--- config.mk ---
export PLATFORM = sky130hd
export DESIGN_NAME = mem_stall_ctrl
export DESIGN_NICKNAME = d
export VERILOG_FILES = /design/src/rtl/mem_stall_ctrl_pkg.sv /design/src/rtl/lat_counter.sv /design/src/rtl/mem_stall_ctrl.sv
export SDC_FILE = /design/constraint.sdc
export NUM_CORES = 1
export LEC_CHECK = 0
export CAP_MARGIN = 20
export CORE_ASPECT_RATIO = 2
export CORE_MARGIN = 8
export CORE_UTILIZATION = 30
export DETAILED_ROUTE_END_ITERATION = 10
export SLEW_MARGIN = 20
export SYNTH_ARGS = -nofsm -noshare
export SYNTH_HDL_FRONTEND = slang
export SYNTH_SLANG_ARGS = --single-unit
--- constraint.sdc ---
create_clock -name clk -period 4.7 [get_ports clk]
set_clock_uncertainty 0.05 [all_clocks]
set_input_delay 0.94 -clock clk [delete_from_list [all_inputs] [get_ports clk]]
set_output_delay 0.94 -clock clk [all_outputs]
set_load 0.1 [all_outputs]
--- src/rtl/mem_stall_ctrl_pkg.sv ---
// Shared definitions for the memory stall controller.
//   state_e        : controller FSM state encoding (Idle/Busy/Done)
//   MemLatDefault  : default backing-memory read latency in cycles
//   CntWidth       : width of the latency counter
package mem_stall_ctrl_pkg;

  typedef enum logic [1:0] {
    StIdle = 2'b00,
    StBusy = 2'b01,
    StDone = 2'b10
  } state_e;

  localparam int unsigned MemLatDefault = 4;
  localparam int unsigned CntWidth      = 4;

endpackage

--- src/rtl/lat_counter.sv ---
// Saturating access-latency counter.
//   clk_i    : clock
//   rst_ni   : asynchronous active-low reset (count -> 0)
//   clear_i  : restart the count at 1 (first cycle of an access)
//   enable_i : advance the count by one, saturating at all-ones
//   tc_o     : count has reached Terminal
module lat_counter
  import mem_stall_ctrl_pkg::*;
#(
  parameter int unsigned Terminal = MemLatDefault
) (
  input  logic clk_i,
  input  logic rst_ni,
  input  logic clear_i,
  input  logic enable_i,
  output logic tc_o
);

  logic [CntWidth-1:0] count_d, count_q;

  always_comb begin
    count_d = count_q;
    if (clear_i) begin
      // The access's first busy cycle is counted as 1.
      count_d = CntWidth'(1);
    end else if (enable_i && (count_q != {CntWidth{1'b1}})) begin
      count_d = count_q + CntWidth'(1);
    end
  end

  always_ff @(posedge clk_i or negedge rst_ni) begin
    if (!rst_ni) begin
      count_q <= '0;
    end else begin
      count_q <= count_d;
    end
  end

  assign tc_o = (count_q == CntWidth'(Terminal));

endmodule

--- src/rtl/mem_stall_ctrl.sv ---
// CPU-side stall controller for a fixed-latency backing memory.
// Accepts a single read or write, holds the CPU (Stall) for MEM_LAT busy cycles,
// then pulses Done for one cycle. Reads return mem_rdata on DataOut.
//   clk, rst             : clock, asynchronous active-low reset
//   Rd, Wr, Addr, DataIn : CPU request
//   DataOut, Done, Stall : CPU response / pipeline hold
//   err                  : illegal request (Rd and Wr together, or misaligned)
//   mem_rd, mem_wr       : one-cycle backing-memory strobes
//   mem_addr, mem_wdata  : latched request address / write data
//   mem_rdata            : backing-memory read data
// Optional: define ALIGN_CHECK_EN to reject requests with Addr[0]=1.
module mem_stall_ctrl
  import mem_stall_ctrl_pkg::*;
#(
  parameter int unsigned MEM_LAT = MemLatDefault
) (
  input  logic        clk,
  input  logic        rst,
  input  logic        Rd,
  input  logic        Wr,
  input  logic [15:0] Addr,
  input  logic [15:0] DataIn,
  output logic [15:0] DataOut,
  output logic        Done,
  output logic        Stall,
  output logic        err,
  output logic        mem_rd,
  output logic        mem_wr,
  output logic [15:0] mem_addr,
  output logic [15:0] mem_wdata,
  input  logic [15:0] mem_rdata
);

  state_e      state_q;
  logic        op_wr_q;
  logic [15:0] addr_q, wdata_q, rdata_q;
  logic        done_q, mem_rd_q, mem_wr_q;

  logic accepting, misaligned, req_ok, req_bad, cnt_tc;

`ifdef ALIGN_CHECK_EN
  assign misaligned = Addr[0];
`else
  assign misaligned = 1'b0;
`endif

  // Done behaves like Idle for accepting a new request.
  assign accepting = (state_q == StIdle) || (state_q == StDone);
  assign req_ok    = accepting && (Rd ^ Wr) && !misaligned;
  assign req_bad   = accepting && (Rd || Wr) && !req_ok;

  lat_counter #(
    .Terminal (MEM_LAT)
  ) u_lat_counter (
    .clk_i    (clk),
    .rst_ni   (rst),
    .clear_i  (req_ok),
    .enable_i (state_q == StBusy),
    .tc_o     (cnt_tc)
  );

  always_ff @(posedge clk or negedge rst) begin
    if (!rst) begin
      state_q  <= StIdle;
      op_wr_q  <= 1'b0;
      addr_q   <= '0;
      wdata_q  <= '0;
      rdata_q  <= '0;
      done_q   <= 1'b0;
      mem_rd_q <= 1'b0;
      mem_wr_q <= 1'b0;
    end else begin
      // Strobes and Done are single-cycle pulses.
      mem_rd_q <= 1'b0;
      mem_wr_q <= 1'b0;
      done_q   <= 1'b0;
      unique case (state_q)
        StIdle, StDone: begin
          if (req_ok) begin
            state_q  <= StBusy;
            op_wr_q  <= Wr;
            addr_q   <= Addr;
            wdata_q  <= DataIn;
            mem_rd_q <= Rd;
            mem_wr_q <= Wr;
          end else begin
            state_q <= StIdle;
          end
        end
        StBusy: begin
          // Rd/Wr are ignored here; the latched access runs to completion.
          if (cnt_tc) begin
            state_q <= StDone;
            done_q  <= 1'b1;
            if (!op_wr_q) begin
              rdata_q <= mem_rdata;
            end
          end
        end
        default: state_q <= StIdle;
      endcase
    end
  end

  assign DataOut   = rdata_q;
  assign Done      = done_q;
  assign mem_rd    = mem_rd_q;
  assign mem_wr    = mem_wr_q;
  assign mem_addr  = addr_q;
  assign mem_wdata = wdata_q;
  assign Stall     = (state_q == StBusy) || req_ok;
  // Gated by reset so err is held low while rst is asserted.
  assign err       = rst && req_bad;

endmodule

Yosys cells after proc, flatten, opt, wreduce, memory -nomap -nowiden:

Cells that the tools add are included.
Widths: inputs -> output; s select.

* register bits: 58
* input port bits: 52
* output and inout port bits: 53

* $add $sub $neg: 1
* equality and inequality tests: 5
* multiplexer cells: 11
* bitwise gates (word level): 2
* reduce and logical (&&, ||, !) cells: 14

Operator list (number)
* $mux 4: 2
* $mux 1: 7
* $logic_and 1x1->1: 5
* $add 4x1->4 const B: 1
* $eq 4x3->1 const B: 1
* $ne 4x4->1 const B: 1
* $pmux 2 s2: 1
* $logic_or 1x1->1: 3
* $reduce_and 3->1: 1
* $eq 2x1->1 const B: 1
* $eq 2x2->1 const B: 1
* $logic_not 2->1: 1
* $mux 2: 1
* $ne 2x2->1 const B: 1
* $reduce_and 2->1: 1
* $reduce_bool 2->1: 1
* $reduce_or 2->1: 1
* $logic_not 1->1: 1
* $not 1->1: 1
* $xor 1x1->1: 1

Depth between registers and ports, before layout:

* depth in word-level cells: 6
* depth in mapped cells: 7
* depth with buffers taken out: 5

Cells and area by module:

Synthesis repeated with hierarchy kept, for this count alone.

* cell total of the unflattened synthesis: 148
* area, all modules: 2354.8 µm²

By module, submodules not included
* mem_stall_ctrl: instances 1, cells each 124, area each 2107.0 µm², sequential area each 1351.3 µm²
* lat_counter: instances 1, cells each 24, area each 247.7 µm², sequential area each 100.1 µm²

Worst setup path before layout:

Ideal clock, no wire load.

* kind: in2out
* start: in Rd
* end: out err
* arrival time: 4.417 ns
* path slack: -0.707 ns
* stages: 3
* path buffers: 0
* cell sequence: inv_1 > ha_1 > nor4b_1

* longest elaborated chain between the ends: 5
* elaborated cells on any way between the ends: 7
* classes of those cells: bitwise (1); reduce/logical (6)

RTL lines
* from (decl): line mem_stall_ctrl.sv:19 `input logic Rd,`
* $xor 1x1->1: line mem_stall_ctrl.sv:49 `assign req_ok = accepting && (Rd ^ Wr) && !misaligned;`
* $logic_and 1x1->1: line mem_stall_ctrl.sv:49
* $logic_not 1->1: line mem_stall_ctrl.sv:50 `assign req_bad = accepting && (Rd || Wr) && !req_ok;`
* $logic_and 1x1->1 *: line mem_stall_ctrl.sv:50
* $logic_and 1x1->1 *: line mem_stall_ctrl.sv:113 `assign err = rst && req_bad;`
* to (decl): line mem_stall_ctrl.sv:26 `output logic err,`

Mark *: on every way between the ends. The rest lies on a longest branch, timed or not.

Worst setup path in the final report:

Ends and elaborated chain as after synthesis.

==> impl_metrics.toml <==
[min_path]
min_from = "mem_addr[3]"
hold_class = "flip-flop to flip-flop"
min_path_cells = 2
hold_end = "mem_addr[3]"

[floorplan]
coreArea_um2 = 7540
fp.dieH_um = 140
start_util = 0.307
row_count = 45
die_area_um2 = 11000
ios = 105
die_x_um = 78.1

[layout]
final_cell_area_um2 = 3770
layout_commonest_cell = "clkdlybuf4s50_1"
nFillCells = 697
insertedDiodeCount = 0
nets = 376
area_growth_syn_to_layout_pct = 62.5
mostFrequentLayoutCells = "clkdlybuf4s50_1 (101), nand2_1 (97), dfrtp_1 (58)"
drive_gt1_frac = 0.132

[global_routing]
first_global_vias = 1978
antenna_found_initial = 0
grt_pass1_wl_mm = 10.6
overflow = 0
grt_use_total = 0.130
grt_max_degree = 59

[place]
dp_hpwl_mm = 5.03
port_buffers = 104
gp_congestion = 0.735
place_area_um2 = 3460
pre_cts_ws_ns = 1.31

[yosys]
synth_warnings = 0
syn_area_um2 = 2320
synth_top_area_cell = "dfrtp_1"
synth.distinct_cells = 25
synth_cells = 212
synth-seq-cells = 58
ys_seq_area_frac = 0.626
synth_top_area_frac = 0.626
synth.area.top_cells = "dfrtp_1 (63%), nand2_1 (16%), mux2_4 (6.5%)"
syn_nets = 267
syn_area_per_cell_um2 = 10.9

[setup_path]
endpoint_kind = "output pin"
crit_required_ns = 3.71
worst_setup_path_start_kind = "primary input"
rrSetupSlack_ns = 2.96
regToRegEndpoint = "DataOut[12]"
path_depth = 5
worstPathCellList = "clkdlybuf4s50_1, inv_1, ha_1, nor4b_2, buf_4"
crit_fanout = 3
r2r_start = "u_lat_counter.count_q[0]"
cp_data_arrival_time_ns = 2.40
path_buf_inv = 3
critical-path-top-delay-family = "buffers and inverters"
crit_type = "primary input to output pin"
ff2ff_path_depth = 5
max_stage_delay_ns = 0.45
crit_slowest_cell = "clkdlybuf4s50_1"

[routing]
drc_errors = 0
vias_per_cell = 4.34
wl_per_cell_um = 15.9
drt-initial-drc-count = 70
drt_wl_total_mm = 6.69
drtAntennaViolNets = 0
via_count = 1823
dr.pass1.iters = 5

[clock_network]
cts_buffers = 9
cts_sinks = 58
post_cts_buffers = 0
clock_latency_ns = 0.33
clk_path_buf_depth = 2
path_clk_slew_ns = 0.05
tritoncts = "yes"
cts_resized = 0
cts-root-buf = "clkbuf_16"
htreeDepth = 3
cts_hold_repair.buffers = 0

[timing]
tightest_slew_ns = 1.03
worst_slack_ns = 1.31
fin_setup_tns_ns = 0
hold_slack_ns = 0.417
finalCriticalPeriod_ns = 3.39
relSlewSlack = 0.309
setup_violations = 0
slew_viol_final = 0
rsz0062_at_grt = "no"
hold_viol_final = 0
period_share = 0.721
max_freq_mhz = 295

[run_status]
outcome = "finished, final reports clean"

[job]
maxCapViolCount = 0
-- tightest hold or removal path, cell delays in order, from the launching register on --
cell	delay, ns
dfrtp_1	0.33
nand2_1	0.05
nand2_1	0.05
-- state kept, by name, summed over array words and instances (netlist names) --
signal                 flops
mem_wr                     1
Done                       1
mem_wdata                 16
op_wr_q                    1
mem_rd                     1
mem_addr                  16
DataOut                   16
u_lat_counter.count_q      4
state_q                    2
-- worst max path at each step --
stage	from	slack (ns)	end
CTS	Rd	1.31	err
floorplan	Rd	0.68	err
detailed placement	Rd	1.31	err
global placement	Rd	1.35	err
global route	Rd	1.22	err
finish	Rd	1.31	err
-- logic make-up (layout without fill, tap and decap cells) --
kind of cell | after synthesis | count (layout) | synth area share
muxes | 18 | 18 | 0.103
adders and majority gates | 3 | 3 | 0.0162
DFF | 58 | 58 | 0.626
and+or+nand+nor | 112 | 112 | 0.205
AOI/OAI and AO/OA | 8 | 8 | 0.0216
buffers and inverters | 13 | 127 | 0.0275
-- per-layer routing --
metal | part of all wire | GRT usage | vias to the layer above | wire length (um)
met5 | 0 | 0 | - | 0
li1 | - | - | 891 | -
met4 | 0.047 | 0.0954 | 0 | 314
met1 | 0.34 | 0.118 | 857 | 2240
met3 | 0.052 | 0.0417 | 19 | 345
met2 | 0.57 | 0.230 | 56 | 3790
-- cells in the mapped netlist --
master,number
dfrtp_1,58
and4_1,1
mux2_4,10
nand3b_4,1
nor4bb_1,1
buf_6,1
o21ai_0,2
nor4b_1,1
a31oi_1,2
and2_1,2
and3b_2,1
ha_1,3
a21oi_1,1
buf_2,6
mux2_2,7
nor2b_1,1
nand2_1,97
clkbuf_1,2
a21o_1,1
inv_1,4
nand2b_1,2
a211oi_1,2
nor2_1,4
mux2i_1,1
and2b_1,1
-- stage by stage --
stage	std cells	util
floorplan	212	-
global placement	404	0.459
detailed placement	404	0.459
CTS	420	0.499
global route	420	0.499
finish	420	0.499
-- cell type report --
cell class,instances,area [um^2],area share
Clock inverter,5,52.6,0.0140
Timing Repair Buffer,107,1070,0.283
Tap cell,94,118,0.0312
Multi-Input combinational cell,141,811,0.215
Sequential cell,58,1450,0.385
Inverter,4,15.0,0.00399
Clock buffer,11,253,0.0671
Power is left out: the tool's default activity adds up to more than one toggle a clock period on the data nets, which glitch-free logic cannot reach.
